[config.mk]
export PLATFORM = sky130hd
export DESIGN_NAME = n_term_reflect_probe_flat
export DESIGN_NICKNAME = d
export VERILOG_FILES = /design/src/rtl/n_term_reflect_probe_if.sv /design/src/rtl/n_term_reflect_probe.sv /design/src/flat_wrapper.sv
export SDC_FILE = /design/constraint.sdc
export NUM_CORES = 1
export LEC_CHECK = 0
export BUFFER_PORTS_ARGS = -buffer_cell sky130_fd_sc_hd__buf_2
export CELL_PAD_IN_SITES_DETAIL_PLACEMENT = 1
export CELL_PAD_IN_SITES_GLOBAL_PLACEMENT = 2
export CORE_MARGIN = 2
export CORE_UTILIZATION = 35
export DETAILED_ROUTE_END_ITERATION = 12
export GPL_TIMING_DRIVEN = 1
export PLACE_DENSITY_LB_ADDON = 0.12
export REMOVE_ABC_BUFFERS = 1
export SETUP_SLACK_MARGIN = 0.4
export SYNTH_ARGS = -nofsm -noshare
export SYNTH_HDL_FRONTEND = slang
export SYNTH_SLANG_ARGS = --single-unit
[constraint.sdc]
create_clock -name UserCLK -period 2.1 [get_ports UserCLK]
set_input_delay 0.21 -clock UserCLK [delete_from_list [all_inputs] [get_ports UserCLK]]
set_output_delay 0.21 -clock UserCLK [all_outputs]
set_load 0.02 [all_outputs]
[src/rtl/n_term_reflect_probe_if.sv]
// Snapshot probe port of the north-edge terminator: capture request, a
// valid/ready chunk stream and the probe status flags.
interface n_term_reflect_probe_if #(
   parameter int WORD_W = 8
);
   logic              probe_req;
   logic              probe_busy;
   logic              probe_valid;
   logic              probe_ready;
   logic [WORD_W-1:0] probe_dout;
   logic              probe_last;
   logic              probe_ovf;

   modport master (
      output probe_req, probe_ready,
      input  probe_busy, probe_valid, probe_dout, probe_last, probe_ovf
   );

   modport slave (
      input  probe_req, probe_ready,
      output probe_busy, probe_valid, probe_dout, probe_last, probe_ovf
   );
endinterface

[src/rtl/n_term_reflect_probe.sv]
// North-edge terminator: reflects N*END wires back south with index reversal, plus a
// snapshot probe and activity counter. Define REFLECT_REG_EN to register the S*BEG outputs.
module n_term_reflect_probe #(
   parameter int WORD_W = 8,
   parameter int CNT_W  = 16
) (
   input  logic                 UserCLK,
   input  logic                 reset,
   input  logic [3:0]           N1END,
   input  logic [7:0]           N2MID,
   input  logic [7:0]           N2END,
   input  logic [15:0]          N4END,
   output logic [3:0]           S1BEG,
   output logic [7:0]           S2BEG,
   output logic [7:0]           S2BEGb,
   output logic [15:0]          S4BEG,
   n_term_reflect_probe_if.slave probe,
   output logic [CNT_W-1:0]     act_count
);
   localparam int NCH   = (36 + WORD_W - 1) / WORD_W;
   localparam int PAD_W = NCH * WORD_W;
   localparam int IDX_W = (NCH > 1) ? $clog2(NCH) : 1;
   localparam logic [IDX_W-1:0] LAST_IDX = IDX_W'(NCH - 1);

   typedef enum logic [1:0] {IDLE, CAPTURE, SHIFT} state_t;

   state_t             state;
   state_t             state_nxt;
   logic [IDX_W-1:0]   idx;
   logic [IDX_W-1:0]   idx_nxt;
   logic [35:0]        wires;
   logic [35:0]        sample;
   logic [35:0]        prev;
   logic [PAD_W-1:0]   snap;
   logic               accept;
   logic [3:0]         s1_rev;
   logic [7:0]         s2_rev;
   logic [7:0]         s2b_rev;
   logic [15:0]        s4_rev;

   assign wires  = {N4END, N2END, N2MID, N1END};
   assign accept = (state == IDLE) && probe.probe_req;

   always_comb begin
      s1_rev  = '0;
      s2_rev  = '0;
      s2b_rev = '0;
      s4_rev  = '0;
      for (int i = 0; i < 4; i++)  s1_rev[i]  = N1END[3 - i];
      for (int i = 0; i < 8; i++)  s2_rev[i]  = N2MID[7 - i];
      for (int i = 0; i < 8; i++)  s2b_rev[i] = N2END[7 - i];
      for (int i = 0; i < 16; i++) s4_rev[i]  = N4END[15 - i];
   end

`ifdef REFLECT_REG_EN
   always_ff @(posedge UserCLK) begin
      if (reset) begin
         S1BEG  <= '0;
         S2BEG  <= '0;
         S2BEGb <= '0;
         S4BEG  <= '0;
      end else begin
         S1BEG  <= s1_rev;
         S2BEG  <= s2_rev;
         S2BEGb <= s2b_rev;
         S4BEG  <= s4_rev;
      end
   end
`else
   assign S1BEG  = s1_rev;
   assign S2BEG  = s2_rev;
   assign S2BEGb = s2b_rev;
   assign S4BEG  = s4_rev;
`endif

   // A capture request clears the count, overriding any increment in the same cycle.
   always_ff @(posedge UserCLK) begin
      if (reset) begin
         sample    <= '0;
         prev      <= '0;
         act_count <= '0;
      end else begin
         sample <= wires;
         prev   <= sample;
         if (accept) begin
            act_count <= '0;
         end else if ((sample != prev) && (act_count != {CNT_W{1'b1}})) begin
            act_count <= act_count + CNT_W'(1);
         end
      end
   end

   always_ff @(posedge UserCLK) begin
      if (reset) begin
         state           <= IDLE;
         idx             <= '0;
         snap            <= '0;
         probe.probe_ovf <= 1'b0;
      end else begin
         state <= state_nxt;
         idx   <= idx_nxt;
         if (accept) begin
            snap <= PAD_W'(wires);
         end
         if (probe.probe_req && (state != IDLE)) begin
            probe.probe_ovf <= 1'b1;
         end
      end
   end

   // Snapshot is zero-padded to whole chunks, so bits above 35 read back as 0.
   always_comb begin
      state_nxt         = state;
      idx_nxt           = idx;
      probe.probe_busy  = 1'b0;
      probe.probe_valid = 1'b0;
      probe.probe_last  = 1'b0;
      probe.probe_dout  = '0;
      case (state)
         IDLE: begin
            if (probe.probe_req) begin
               state_nxt = CAPTURE;
            end
         end
         CAPTURE: begin
            probe.probe_busy = 1'b1;
            idx_nxt          = '0;
            state_nxt        = SHIFT;
         end
         SHIFT: begin
            probe.probe_busy  = 1'b1;
            probe.probe_valid = 1'b1;
            probe.probe_last  = (idx == LAST_IDX);
            probe.probe_dout  = snap[int'(idx) * WORD_W +: WORD_W];
            if (probe.probe_ready) begin
               if (idx == LAST_IDX) begin
                  state_nxt = IDLE;
               end else begin
                  idx_nxt = idx + IDX_W'(1);
               end
            end
         end
         default: begin
            state_nxt = IDLE;
         end
      endcase
   end
endmodule

[src/flat_wrapper.sv]
// flat-port wrapper written by rule: the top's interface ports become plain ports
module n_term_reflect_probe_flat 
#(
   parameter int WORD_W = 8,
   parameter int CNT_W  = 16
)
  (UserCLK, reset, N1END, N2MID, N2END, N4END, S1BEG, S2BEG, S2BEGb, S4BEG, act_count, probe_probe_req, probe_probe_ready, probe_probe_busy, probe_probe_valid, probe_probe_dout, probe_probe_last, probe_probe_ovf);
  n_term_reflect_probe_if #(.WORD_W(WORD_W)) probe_i ();
  input  logic UserCLK;
  input  logic reset;
  input  logic [3:0] N1END;
  input  logic [7:0] N2MID;
  input  logic [7:0] N2END;
  input  logic [15:0] N4END;
  output logic [3:0] S1BEG;
  output logic [7:0] S2BEG;
  output logic [7:0] S2BEGb;
  output logic [15:0] S4BEG;
  output logic [CNT_W-1:0] act_count;
  input wire logic [$bits(probe_i.probe_req)-1:0] probe_probe_req;
  input wire logic [$bits(probe_i.probe_ready)-1:0] probe_probe_ready;
  output wire logic [$bits(probe_i.probe_busy)-1:0] probe_probe_busy;
  output wire logic [$bits(probe_i.probe_valid)-1:0] probe_probe_valid;
  output wire logic [$bits(probe_i.probe_dout)-1:0] probe_probe_dout;
  output wire logic [$bits(probe_i.probe_last)-1:0] probe_probe_last;
  output wire logic [$bits(probe_i.probe_ovf)-1:0] probe_probe_ovf;
  assign probe_i.probe_req = probe_probe_req;
  assign probe_i.probe_ready = probe_probe_ready;
  assign probe_probe_busy = probe_i.probe_busy;
  assign probe_probe_valid = probe_i.probe_valid;
  assign probe_probe_dout = probe_i.probe_dout;
  assign probe_probe_last = probe_i.probe_last;
  assign probe_probe_ovf = probe_i.probe_ovf;
  n_term_reflect_probe #(.WORD_W(WORD_W), .CNT_W(CNT_W)) u_core (.UserCLK(UserCLK), .reset(reset), .N1END(N1END), .N2MID(N2MID), .N2END(N2END), .N4END(N4END), .S1BEG(S1BEG), .S2BEG(S2BEG), .S2BEGb(S2BEGb), .S4BEG(S4BEG), .probe(probe_i), .act_count(act_count));
endmodule
**Word level (Yosys, flattened, before mapping)**

Cells that the tools add are included.

- Register bits after elaboration: 130
- Input bits: 40
- Word-level logic and storage cells: 40

- $add $sub $neg: 2
- Equal/unequal tests: 9
- Shift operators: 1
- Muxes and demuxes: 11
- Reduce and logical (&&, ||, !) cells: 10

Operators with widths:

| kind | count |
|---|---|
| 40-bit by 7-bit indexed part select with 8-bit output | 1 |
| 36-bit != test | 1 |
| 16-bit by 1-bit adder with 16-bit output (second input constant) | 1 |
| 16-bit != test (second input constant) | 1 |
| 8-bit two-way mux | 1 |
| 2-bit two-way mux | 3 |
| 3-bit two-way mux | 2 |
| 2-bit != test (second input constant) | 3 |
| 2-bit one-hot mux with 3 select lines | 1 |
| 3-bit one-hot mux with 2 select lines | 1 |
| 3-bit AND reduction | 2 |
| 2-bit nonzero test | 2 |
| 2-bit OR reduction | 2 |
| 3-bit by 1-bit adder with 3-bit output (second input constant) | 1 |
| 3-bit == test (second input constant) | 1 |
| 1-bit logical AND | 3 |
| 1-bit two-way mux | 3 |
| 2-bit by 1-bit == test with 1-bit output (second input constant) | 1 |
| 2-bit == test (second input constant) | 1 |
| 2-bit zero test | 1 |
| 2-bit by 1-bit != test with 1-bit output (second input constant) | 1 |

**Longest topological paths before layout**

Gate-level depths: netlist of run 1.

- Depth after elaboration: 4
- Depth in mapped cells: 8
- Gate-level depth less buffers: 7

**Worst setup path before layout of run 1**

OpenSTA, ideal clock, no wires.

- Kind: register to register
- Start point: register u_core.act_count[0]
- End point: register u_core.act_count[7]
- Arrival: 1.697 ns
- Data required time: 1.984 ns
- Path slack: 0.287 ns
- Cell stages (with the launch flop): 7
- Clock period less this slack: 1.813 ns
- Cells stage by stage: dfxtp_1 -> ha_1 -> nand3_1 -> nor4_2 -> nand3_1 -> o31a_1 -> a41o_1

- Cells in the longest elaborated chain, start to end: 2

RTL lines:

| element | line | RTL |
|---|---|---|
| from (decl) | n_term_reflect_probe.sv:18 | `output logic [CNT_W-1:0] act_count` |
| from (signal assigned) | n_term_reflect_probe.sv:88 | `act_count <= act_count + CNT_W'(1);` |
| parallel branches: the longest is 2 deep, another holds 16-bit by 1-bit adder with 16-bit output | n/a |  |

Parallel ways; which one is timed is not known.
A chain may end at the register's enable or synchronous reset.

**Worst setup path after layout of run 1**

- Start point: register u_core.idx[0]
- End point: output probe_probe_dout[3]

- Cells in the longest elaborated chain, start to end: 2

RTL lines:

| element | line | RTL |
|---|---|---|
| from (decl) | n_term_reflect_probe.sv:29 | `logic [IDX_W-1:0] idx;` |
| from (signal assigned) | n_term_reflect_probe.sv:101 | `idx <= idx_nxt;` |
| 40-bit by 7-bit indexed part select with 8-bit output | n_term_reflect_probe.sv:134 | `probe.probe_dout = snap[int'(idx) * WORD_W +: WORD_W];` |
| 8-bit two-way mux | n_term_reflect_probe.sv:119 | `case (state)` |
| to (decl) | flat_wrapper.sv:24 | `output wire logic [$bits(probe_i.probe_dout)-1:0] probe_probe_dout;` |

Every way passes these cells.

==> out/qor.yml, run 1 <==
yosys.area.top_type: "dfxtp_1"
io_buffer_count: 103
synthToLayoutAreaGrowth_pct: 33.33
internal_power_mw: 5.122
grt_usage_pct: 16.84
core-area_sq_um: 14530
die_area_sq_um: 15830
clock_sinks: 130
clkSlewWorstSetupHoldPaths_ns: 0.05
fin_util_pct: 47.66
cts_buffer_depth: 2
power.leakage_nw: 3.042
synthArstFlopShare_pct: 0
via_per_inst: 4.859
root_buffer: "clkbuf_16"
fin_nets: 625
start_util_pct: 35.74
postCtsHoldBufs: 0
path_buf_inv: 2
synth_ff_type: "dfxtp_1"
arrival_ns: 1.75
worstHoldEndpoint: "u_core.sample[29]$_SDFF_PP0_"
synthTopCellsByArea: "dfxtp_1 50%, nor2b_1 9.4%, o22a_1 6.1%"
hold_path.class: "in -> reg"
clock_skew_ns: 0.006048
critPathMaxFanout: 3
hp-start: "N4END[9]"
hold_viol_final: 0
setup.worst_path.end_class: "primary output"
hpwlAfterDp_um: 8263
antenna_left: 0
finalCriticalPeriod_ns: 1.956
multiInputGateArea_sq_um: 2551
remaining_drc_errors: 0
vias: 3756
htreeDepth: 4
num_io_pins: 104
diodes: 0
cpPeakStageDelay_ns: 0.52
rrSetupSlack_ns: 0.20
ys_seq_area_share_pct: 50.10
p_comb_share_pct: 18.7
place_congestion: 0.7558
critical_path_class: "reg -> out"
rsz0062_at_grt: "true"
ys_seq_elements: 130
clock_latency_ns: 0.41
drt-initial-drc-count: 149
status: "finished, final reports clean"
wl_um: 12960
rows: 44
cp_top_family: "multiplexers"
synth_warnings: 0
grt_overflow: 0
drtPass1Iterations: 4
synth_cell_types: 44
grt_first_pass_wirelength_um: 20610
power.total_mw: 6.928
synthCells: 484
slew_headroom_pct: 71.89
seq_area_sq_um: 2633
tightest_slew_ns: 0.4211
netSwitchingFraction_pct: 26.07
slowest_stage: "mux4_2"
p_clk_share_pct: 39.6
cp-start-kind: "register"
synth_edf_count: 0
switchingPower_mw: 1.806
grt_max_degree: 76
antenna_found_initial: 0
r2r_end: "u_core.act_count[6]$_SDFFE_PP0P_"
wl_per_cell_um: 16.76
fp.dieH_um: 125.8
grt_pass1_vias: 4048
synth.most_common_cell: "dfxtp_1"
r2r_start: "u_core.prev[28]$_SDFF_PP0_"
drv_slew: 0
finalCritPeriodShare_pct: 93.16
holdPathStages: 2
yosys.area.top_type_share_pct: 50.10
fill_cells: 1589
power.density_nw_per_um2: 1000
cp.required_ns: 1.89
setup_viol: 0
netlist_area_sq_um: 5195
ys_top_cells_by_count: "130 x dfxtp_1, 78 x nor2b_1, 36 x buf_4, 36 x o22a_1, 36 x xor2_1"
crit_chain: "buf_6, mux4_2, nand2b_1, a21boi_2, buf_4"
cts_buffers: 17
fmax_ghz: 0.5111
cap_violations: 0
peakVddDrop_uv: 505.3
ff2ff_path_depth: 8
avgSynthCellArea_sq_um: 10.73
cts_tree: "built"
pwr-share-seq_pct: 41.7
die-width_um: 125.8
layout-drive-gt1-share_pct: 42.95
-- worst max-delay path by stage --
stage,end,slack [ns],startpoint,depth (start not counted)
final,probe_probe_dout[3],0.14,u_core.idx[0]$_SDFFE_PP0P_,5
after global routing,probe_probe_dout[3],0.07,u_core.idx[0]$_SDFFE_PP0P_,5
after CTS,probe_probe_dout[2],0.12,u_core.idx[0]$_SDFFE_PP0P_,5
after detailed placement,u_core.act_count[9]$_SDFFE_PP0P_,0.21,u_core.sample[24]$_SDFF_PP0_,8
after global placement,u_core.act_count[7]$_SDFFE_PP0P_,0.26,u_core.sample[24]$_SDFF_PP0_,7
after floorplan,u_core.act_count[5]$_SDFFE_PP0P_,-0.82,u_core.state[0]$_SDFFE_PP0P_,6
-- layout by cell type, fill, tap and decap left out, drive strengths merged, types with 4 or more instances in the layout --
| master | instances |
|---|---|
| clkbuf | 25 |
| nor2 | 12 |
| nand2 | 12 |
| dfxtp | 130 |
| o21ai | 6 |
| nor4 | 11 |
| inv | 8 |
| a21oi | 11 |
| or3 | 10 |
| mux4 | 8 |
| xnor2 | 4 |
| a21boi | 4 |
| nor2b | 78 |
| o22a | 36 |
| nand3 | 11 |
| nand4 | 5 |
| xor2 | 36 |
| buf | 134 |
| ha | 7 |
| nand2b | 5 |
-- per-layer routing --
| layer | part of all wire [%] | vias to the layer above | GRT usage [%] |
|---|---|---|---|
| met4 | 1.7 | 0 | 6.852 |
| met1 | 44 | 1843 | 19.92 |
| met3 | 3.4 | 17 | 4.291 |
| met2 | 51 | 71 | 29.22 |
| li1 | - | 1825 | - |
| met5 | 0 | - | 0 |
-- sequential cells by signal, indices dropped and copies added (netlist names) --
register / cells
u_core.snap: 36
u_core.act_count: 16
u_core.sample: 36
u_core.idx: 3
u_core.prev: 36
u_core.probe.probe_ovf: 1
u_core.state: 2
-- power groups by stage --
stage | sequential (mW) | clock (mW) | combinational [mW]
2_1_floorplan | 2.91 | 0 | 0.610
3_3_place_gp | 2.90 | 0 | 1.04
3_5_place_dp | 2.92 | 0 | 1.06
4_1_cts | 2.88 | 2.81 | 1.23
5_1_grt | 2.92 | 2.93 | 1.41
6_report | 2.89 | 2.74 | 1.30
-- through the flow --
stage | hold slack, ns | instances | worst slack [ns] | TNS (ns) | cell area (sq um)
2_1_floorplan | 0.2791 | 425 | -0.8219 | -30.48 | 4830
3_3_place_gp | 0.4496 | 724 | 0.2587 | 0 | 5710
3_5_place_dp | 0.4633 | 724 | 0.2116 | 0 | 5710
4_1_cts | 0.05597 | 769 | 0.1172 | 0 | 6616
5_1_grt | 0.07112 | 773 | 0.07027 | 0 | 6927
6_report | 0.07543 | 773 | 0.1436 | 0 | 6927
-- cell type report --
cell class / count / share of cell area [%]
inverters: 8 / 0.4697
clock inverters: 5 / 0.7587
clock buffers: 25 / 7.153
repair buffers: 134 / 13.46
flip-flops and latches: 130 / 38.01
multi-input cells: 287 / 36.83
well taps: 184 / 3.324
-- timing repair --
item | in CTS | in global routing
resized for setup | 61 | 62
endpoints found under the setup margin | 66 | 59
setup buffers | 12 | 4
pin swaps | 6 | 24
cloned | 3 | 0
-- cells by family (layout without fill, tap and decap cells) --
family / after synthesis / count (layout) / share of synthesized area [%]
simple gates: 157 / 157 / 18.93
flops: 130 / 130 / 50.10
compound gates: 73 / 73 / 11.08
buf+inv: 67 / 172 / 7.611
xor+xnor: 40 / 40 / 6.744
mux: 10 / 10 / 3.854
fa+ha+maj: 7 / 7 / 1.686
Note: power is estimated with default switching activity, not from simulation.
==> run 2, diff against run 1 <==
--- a/config.mk
+++ b/config.mk
@@ -6,10 +6,10 @@
 export NUM_CORES = 1
 export LEC_CHECK = 0
 export BUFFER_PORTS_ARGS = -buffer_cell sky130_fd_sc_hd__buf_2
-export CELL_PAD_IN_SITES_DETAIL_PLACEMENT = 1
-export CELL_PAD_IN_SITES_GLOBAL_PLACEMENT = 2
+export CELL_PAD_IN_SITES_DETAIL_PLACEMENT = 0
+export CELL_PAD_IN_SITES_GLOBAL_PLACEMENT = 1
 export CORE_MARGIN = 2
-export CORE_UTILIZATION = 35
+export CORE_UTILIZATION = 42
 export DETAILED_ROUTE_END_ITERATION = 12
 export GPL_TIMING_DRIVEN = 1
 export PLACE_DENSITY_LB_ADDON = 0.12
==> out/qor.yml, run 2 (synthesis gave the netlist of run 1 again) <==
clock_latency_ns: 0.41
hold_viol_final: 0
die_area_sq_um: 13270
vias: 3660
slowest_stage: "mux4_2"
holdPathStages: 2
setup_viol: 0
critical_path_class: "reg -> out"
cp-start-kind: "register"
cp_top_family: "multiplexers"
cts_buffer_depth: 2
tightest_slew_ns: 0.4235
hp-start: "N4END[4]"
clock_skew_ns: 0.006290
drv_slew: 0
cp.required_ns: 1.89
grt_overflow: 0
layout_common_cells: "114 x dfxtp_1, 96 x buf_2, 73 x nor2b_1"
antenna_left: 0
ff2ff_path_depth: 8
diodes: 0
slew_headroom_pct: 71.73
grt_usage_pct: 17.25
r2r_start: "u_core.prev[18]$_SDFF_PP0_"
clkSlewWorstSetupHoldPaths_ns: 0.05
power.density_nw_per_um2: 1041
layout-drive-gt1-share_pct: 38.90
rrSetupSlack_ns: 0.17
cap_violations: 0
rsz0062_at_grt: "true"
fmax_ghz: 0.5051
cts_tree: "built"
grt_max_degree: 79
layout_commonest_cell: "dfxtp_1"
critPathMaxFanout: 6
postCtsHoldBufs: 0
drt-initial-drc-count: 178
io_buffer_count: 103
finalCriticalPeriod_ns: 1.980
grt_first_pass_wirelength_um: 17240
root_buffer: "clkbuf_16"
finalSetupTns_ns: 0
power.leakage_nw: 2.979
wl_per_cell_um: 14.98
hold_path.class: "in -> reg"
synthToLayoutAreaGrowth_pct: 30.97
fin_nets: 617
grt_pass1_vias: 3387
setup.worst_path.end_class: "primary output"
arrival_ns: 1.77
r2r_end: "u_core.act_count[2]$_SDFFE_PP0P_"
start_util_pct: 43.07
clock_sinks: 130
remaining_drc_errors: 0
rows: 40
fin_util_pct: 56.41
cts_buffers: 17
htreeDepth: 4
core-area_sq_um: 12060
hpwlAfterDp_um: 7287
place_congestion: 0.7418
antenna_found_initial: 0
crit_chain: "buf_8, mux4_2, nand2b_1, a21boi_2, buf_4"
path_buf_inv: 2
die-width_um: 115.2
fp.dieH_um: 115.2
drtPass1Iterations: 4
via_per_inst: 4.887
wl_um: 11220
finalCritPeriodShare_pct: 94.27
status: "finished, final reports clean"
worstHoldEndpoint: "u_core.sample[24]$_SDFF_PP0_"
top_regs: "u_core.prev: 36 flops, u_core.sample: 36 flops, u_core.snap: 36 flops"
num_io_pins: 104
peakVddDrop_uv: 592.0
cpPeakStageDelay_ns: 0.52
## run 2: how the worst max path moves through the flow
stage / to / cells past startpoint / slack (ns) / start
6_report: probe_probe_dout[2] / 5 / 0.12 / u_core.idx[0]$_SDFFE_PP0P_
5_1_grt: probe_probe_dout[2] / 5 / 0.04 / u_core.idx[0]$_SDFFE_PP0P_
4_1_cts: probe_probe_dout[2] / 5 / 0.1 / u_core.idx[0]$_SDFFE_PP0P_
3_5_place_dp: u_core.act_count[5]$_SDFFE_PP0P_ / 8 / 0.13 / u_core.sample[24]$_SDFF_PP0_
3_3_place_gp: u_core.act_count[7]$_SDFFE_PP0P_ / 6 / 0.17 / u_core.sample[24]$_SDFF_PP0_
2_1_floorplan: u_core.act_count[5]$_SDFFE_PP0P_ / 6 / -0.82 / u_core.state[0]$_SDFFE_PP0P_
## run 2: metal layers
metal / vias to the layer above / track usage [%] / part of all wire, %
met5: - / 0 / 0
met4: 0 / 6.024 / 1.3
met3: 13 / 5.640 / 4.7
met2: 94 / 26.86 / 47
met1: 1740 / 22.58 / 47
li1: 1813 / - / -
## run 2: cell type report
| cell class | instances | area, sq um |
|---|---|---|
| Clock buffer | 25 | 495.5 |
| Clock inverter | 5 | 100.1 |
| Fill cell | 1034 | 5258 |
| Inverter | 8 | 32.53 |
| Multi-Input combinational cell | 287 | 2492 |
| Sequential cell | 130 | 2635 |
| Tap cell | 168 | 210.2 |
| Timing Repair Buffer | 126 | 838.3 |
## run 2: what timing repair did
item | 4_1_cts | 5_1_grt
endpoints found under the hold margin | 0 | 0
setup endpoints to repair | 55 | 66
resized for setup | 38 | 59
setup buffers | 5 | 5
gates cloned | 0 | 1
pin swaps | 11 | 25
## run 2: power by group
group | switching (mW) | internal, mW | total [mW]
Combinational | 0.616 | 0.627 | 1.24
Sequential | 0.149 | 2.73 | 2.88
Clock | 0.989 | 1.98 | 2.96
Total | 1.75 | 5.33 | 7.08
## run 2: metrics by stage
step	instances	hold WS (ns)	power, mW	worst slack (ns)	area, sq um
after CTS	743	0.05615	7.044	0.09878	6466
after global routing	749	0.06454	7.418	0.03853	6804
after floorplan	425	0.2791	3.518	-0.8219	4830
final	749	0.06769	7.083	0.1203	6804
after global placement	708	0.4599	3.934	0.1708	5690
after detailed placement	708	0.4655	3.956	0.1324	5690
